--- src/rtl/ex_mem_reg.sv ---
// EX/MEM pipeline register for the 5-stage MIPS core. It also carries the
// 64-bit accumulator and step count that EX loops back during MADD/MSUB.
module ex_mem_reg #(
    parameter int DATA_W     = 32,
    parameter int REG_ADDR_W = 5,
    parameter int ALUOP_W    = 8,
    parameter int STALL_W    = 6
) (
    input  logic                  clk,
    input  logic                  rst,
    input  logic [STALL_W-1:0]    stall,
    input  logic                  flush,
    input  logic [REG_ADDR_W-1:0] ex_wd,
    input  logic                  ex_wreg,
    input  logic [DATA_W-1:0]     ex_wdata,
    input  logic                  ex_whilo,
    input  logic [DATA_W-1:0]     ex_hi,
    input  logic [DATA_W-1:0]     ex_lo,
    input  logic [ALUOP_W-1:0]    ex_aluop,
    input  logic [DATA_W-1:0]     ex_mem_addr,
    input  logic [DATA_W-1:0]     ex_reg2,
    input  logic [2*DATA_W-1:0]   hilo_i,
    input  logic [1:0]            cnt_i,
    output logic [REG_ADDR_W-1:0] mem_wd,
    output logic                  mem_wreg,
    output logic [DATA_W-1:0]     mem_wdata,
    output logic                  mem_whilo,
    output logic [DATA_W-1:0]     mem_hi,
    output logic [DATA_W-1:0]     mem_lo,
    output logic [ALUOP_W-1:0]    mem_aluop,
    output logic [DATA_W-1:0]     mem_mem_addr,
    output logic [DATA_W-1:0]     mem_reg2,
    output logic [2*DATA_W-1:0]   hilo_o,
    output logic [1:0]            cnt_o
);

    logic [REG_ADDR_W-1:0] r_wd;
    logic                  r_wreg;
    logic [DATA_W-1:0]     r_wdata;
    logic                  r_whilo;
    logic [DATA_W-1:0]     r_hi;
    logic [DATA_W-1:0]     r_lo;
    logic [ALUOP_W-1:0]    r_aluop;
    logic [DATA_W-1:0]     r_mem_addr;
    logic [DATA_W-1:0]     r_reg2;
    logic [2*DATA_W-1:0]   r_hilo;
    logic [1:0]            r_cnt;

    // Only the EX (bit 3) and MEM (bit 4) stall bits matter to this stage.
    logic w_ex_stall;
    logic w_mem_stall;
    logic w_unused_stall;

    assign w_ex_stall     = stall[3];
    assign w_mem_stall    = stall[4];
    assign w_unused_stall = ^{stall[STALL_W-1:5], stall[2:0]};

    // NOTE: sequential state uses non-blocking assignments only, so every flop
    // samples pre-edge values; the reset is synchronous, hence inside the
    // clocked branch rather than in the sensitivity list.
    always_ff @(posedge clk) begin
        if (!rst || flush) begin
            r_wd       <= '0;
            r_wreg     <= 1'b0;
            r_wdata    <= '0;
            r_whilo    <= 1'b0;
            r_hi       <= '0;
            r_lo       <= '0;
            r_aluop    <= '0;
            r_mem_addr <= '0;
            r_reg2     <= '0;
            r_hilo     <= '0;
            r_cnt      <= '0;
        end else if (!w_mem_stall) begin
            if (w_ex_stall) begin
                // Bubble to MEM, but keep the partial accumulation for EX.
                r_wd       <= '0;
                r_wreg     <= 1'b0;
                r_wdata    <= '0;
                r_whilo    <= 1'b0;
                r_hi       <= '0;
                r_lo       <= '0;
                r_aluop    <= '0;
                r_mem_addr <= '0;
                r_reg2     <= '0;
                r_hilo     <= hilo_i;
                r_cnt      <= cnt_i;
            end else begin
                r_wd       <= ex_wd;
                r_wreg     <= ex_wreg;
                r_wdata    <= ex_wdata;
                r_whilo    <= ex_whilo;
                r_hi       <= ex_hi;
                r_lo       <= ex_lo;
                r_aluop    <= ex_aluop;
                r_mem_addr <= ex_mem_addr;
                r_reg2     <= ex_reg2;
                r_hilo     <= '0;
                r_cnt      <= '0;
            end
        end
    end

    assign mem_wd       = r_wd;
    assign mem_wreg     = r_wreg;
    assign mem_wdata    = r_wdata;
    assign mem_whilo    = r_whilo;
    assign mem_hi       = r_hi;
    assign mem_lo       = r_lo;
    assign mem_aluop    = r_aluop;
    assign mem_mem_addr = r_mem_addr;
    assign mem_reg2     = r_reg2;
    assign hilo_o       = r_hilo;
    assign cnt_o        = r_cnt;

endmodule

--- config.mk ---
export PLATFORM = sky130hd
export DESIGN_NAME = ex_mem_reg
export DESIGN_NICKNAME = d
export VERILOG_FILES = /design/src/rtl/ex_mem_reg.sv
export SDC_FILE = /design/constraint.sdc
export NUM_CORES = 1
export LEC_CHECK = 0
export ABC_AREA = 1
export CORE_AREA = 3 3 189 191
export CTS_CLUSTER_SIZE = 28
export DETAILED_ROUTE_END_ITERATION = 6
export DIE_AREA = 0 0 192 194
export SETUP_SLACK_MARGIN = 0.5
export SLEW_MARGIN = 0
export SYNTH_ARGS = -nofsm -noshare
export SYNTH_HDL_FRONTEND = slang
export SYNTH_SLANG_ARGS = --single-unit
--- constraint.sdc ---
create_clock -name clk -period 1.33 [get_ports clk]
set_input_delay 0.266 -clock clk [delete_from_list [all_inputs] [get_ports clk]]
set_output_delay 0.266 -clock clk [all_outputs]
set_load 0.01 [all_outputs]
==> run_results.csv <==
group,metric,value,unit
floorplan,core-area,34290,sq um
placed_design,place_congestion,0.7706,
worst_setup_path,critical-path-max-stage-delay,360,ps
detailed_routing,ant_nets,0,
worst_setup_path,crit_arrival,1010,ps
timing,finalHoldViolCount,0,
clock_network,cts_tree,"yes",
clock_network,cts_root_buffer,"clkbuf_16",
power,p_per_area,1053,nW/um^2
clock_network,clock_latency,520,ps
finish,antennaDiodeCount,0,
detailed_routing,via_per_inst,4.411,
worst_setup_path,crit_required,1060,ps
grt,grt.met3_usage,0.06436,
placed_design,detailed_place.area,14020,sq um
timing,min_period,1274,ps
clock_network,cts_made_buffers,27,
placed_design,placed_cells,1955,
grt,grt_pass1_wl,47820,microns
grt,grt_pass1_vias,8644,
power,p_int,0.01272,W
grt,grtUsageTotal,0.1582,
grt,overflow,0,
worst_setup_path,startpoint,"mem_wdata[31]$_SDFFE_PP0N_",
floorplan,io_pins,491,
clock_network,clock_sinks,241,
finish,finish.net_count,1812,
worst_setup_path,endpoint,"mem_wdata[31]",
finish,area.growth.synth_to_final,84.68,%
synthesis,yosysSeqAreaShare,0.5649,
timing,finalSetupViolCount,0,
worst_setup_path,cp-end-kind,"primary output",
finish,fin_area,15770,sq um
timing,grt_setup_unrepaired,"yes",
power,ir_drop,0.001047,V
worst_setup_path,cpLargestDelayFamily,"flip-flops",
timing,worst_slew_pin_slew,537.6,ps
status,status,"complete, no violations",
power,cellLeakagePower,6.050,nW
clock_network,clock_path_buffers,3,
clock_network,clk_pin_slew,60,ps
detailed_routing,drtIter0Drc,348,
power,clkPwrFrac,0.425,
detailed_routing,drt_pass1_iterations,5,
synthesis,synth_nets,1304,
synthesis,ys_top_cells_by_area,"dfxtp_1, nand2_1, a21oi_1, nand3_1, buf_2",
detailed_routing,via_count,8958,
worst_setup_path,start_kind,"flip-flop",
worst_setup_path,r2r_setup_slack,540,ps
timing,fin_crit_sh,0.9580,
synthesis,synth.top_cell.area_share,0.5649,
floorplan,dieArea,37250,sq um
power,power,0.01661,W
grt,use_met1,0.1832,
floorplan,row_count,68,
detailed_routing,drt_wl_total,33280,microns
worst_setup_path,crit_cells,1,
placed_design,port_buffers,486,
worst_setup_path,slowest_stage,"dfxtp_4",
grt,antenna_found_initial,0,
worst_setup_path,rr_endpoint,"hilo_o[63]$_SDFFE_PP0N_",
worst_setup_path,worstPathMaxFanout,2,
job,maxCapViolCount,0,
synthesis,ys_ff_latch,241,
finish,layoutNonFillerInstCount,2031,
power,swShare,0.2345,
power,seq_power_share,0.451,
floorplan,die-height,194,microns
timing,clock.fmax,784.9,MHz
grt,met2_usage,0.2733,
detailed_routing,drc,0,
power,p_switching,0.003896,W
synthesis,syn_area,8541,sq um
synthesis,syn_area_per_cell,8.103,sq um
finish,fill_cells,3318,
worst_setup_path,ff2ff_path_depth,4,
timing,maxSlewHeadroom,0.6416,
floorplan,fp.dieW,192,microns
clock_network,h-tree-depth,1,
placed_design,pre_cts_slack,-222.8,ps
worst_setup_path,worstSetupPathType,"reg2out",
floorplan,start_util,0.2491,
power,pwr-share-comb,0.124,
worst_hold_path,holdCritPathClass,"in2reg",
worst_setup_path,reg2reg_from,"hilo_o[63]$_SDFFE_PP0N_",
synthesis,ys_types,14,
synthesis,synth_top_cell_by_area,"dfxtp_1",
timing,worst_slack,55.88,ps
finish,finish.utilization,0.4600,
synthesis,synthCells,1054,
worst_setup_path,worst-path-buf-inv,1,
grt,grt_max_degree,106,
placed_design,hpwlAfterDp,23030,microns
detailed_routing,wl_per_cell,16.38,microns
timing,slew_violations,0,
timing,finClkSkew,0,ps
synthesis,yosys_warnings,0,
worst_setup_path,crit_path_cell_trace,"buf_6",
grt,grt.busiest_layer,"met2",
finish,layout-drive-gt1-share,0.3985,
[placed cells by master (no fill, tap or decap)]
| cell type | netlist | routed |
|---|---|---|
| clkdlybuf4s50_1 | 0 | 241 |
| nor2_4 | 1 | 1 |
| a21oi_2 | 9 | 10 |
| clkbuf_2 | 0 | 1 |
| inv_4 | 0 | 1 |
| a21oi_1 | 232 | 231 |
| buf_2 | 39 | 2 |
| buf_4 | 9 | 57 |
| nand2_8 | 0 | 2 |
| clkinv_4 | 0 | 2 |
| clkbuf_1 | 21 | 4 |
| dlymetal6s2s_1 | 0 | 1 |
| dfxtp_4 | 0 | 2 |
| nand2_4 | 0 | 1 |
| nand2_1 | 407 | 406 |
| dfxtp_2 | 0 | 239 |
| buf_12 | 0 | 16 |
| clkbuf_8 | 0 | 8 |
| nand3_1 | 66 | 65 |
| buf_6 | 16 | 241 |
| clkinv_2 | 0 | 3 |
| clkbuf_16 | 0 | 30 |
| nand3_2 | 0 | 1 |
| buf_16 | 0 | 1 |
| nand2_2 | 10 | 10 |
[layer usage]
metal / part of all wire / up-vias
met1: 0.38 / 4094
met3: 0.12 / 36
met2: 0.48 / 385
li1: - / 4443
met4: 0.020 / 0
met5: 0 / -
[metrics by stage]
step | setup TNS, ps | hold slack (ps)
2_1_floorplan | 0 | 402.4
3_3_place_gp | -36500 | 445.4
3_5_place_dp | -39540 | 448.6
4_1_cts | 0 | 187.7
5_1_grt | 0 | 216.3
6_report | 0 | 209.1
[registers in the layout, indices dropped and copies added, names as in the netlist, 2 cells and up]
signal	count
cnt_o	2
hilo_o	64
mem_aluop	8
mem_hi	32
mem_lo	32
mem_mem_addr	32
mem_reg2	32
mem_wd	5
mem_wdata	32
[how the worst min path moves through the flow]
stage                          startpoint                         end  slack [ps]  cells past startpoint
6_report                         stall[4]    mem_reg2[0]$_SDFFE_PP0N_         210                      5
5_1_grt                          stall[3]     hilo_o[21]$_SDFFE_PP0N_         220                      4
4_1_cts                          stall[4]    mem_reg2[0]$_SDFFE_PP0N_         190                      5
3_5_place_dp   mem_wdata[22]$_SDFFE_PP0N_  mem_wdata[22]$_SDFFE_PP0N_         450                      2
3_3_place_gp   mem_wdata[22]$_SDFFE_PP0N_  mem_wdata[22]$_SDFFE_PP0N_         450                      2
2_1_floorplan                 ex_aluop[1]   mem_aluop[1]$_SDFFE_PP0N_         400                      2
[what timing repair did]
item / CTS / global route
gates resized for setup: 1131 / 359
pin swaps: 0 / 1
cloned: 0 / 5
hold buffers: 0 / 0
setup buffers: 3 / 25
setup endpoints to repair: 480 / 480
[cells in the mapped netlist, drive strengths merged]
cell,instances
dfxtp,241
nand3,66
inv,2
clkbuf,21
a21oi,241
nand2,417
buf,65
nor2,1
[cell families after synthesis]
group | share of synthesized area
AO/OA/AOI/OAI | 0.1452
AND/OR/NAND/NOR | 0.2262
buffers and inverters | 0.06373
flip-flops | 0.5649
[cell type report]
type                    instances  area [sq um]  area share
repair buffers                563          6005      0.3807
flip-flops and latches        241          5131      0.3253
multi-input cells             727          3228      0.2047
clock buffers                  39         800.8     0.05077
well taps                     455         569.3     0.03609
clock inverters                 4         23.77    0.001507
inverters                       2         15.01   0.0009519
[power by group through the flow]
stage | combinational, W | clock, W | sequential [W]
floorplan | 0.000649 | 0 | 0.00766
global placement | 0.00197 | 0 | 0.00759
detailed placement | 0.00198 | 0 | 0.00760
CTS | 0.00190 | 0.00729 | 0.00745
global route | 0.00222 | 0.00759 | 0.00750
finish | 0.00207 | 0.00705 | 0.00749
Note: power is estimated with default switching activity, not from simulation.
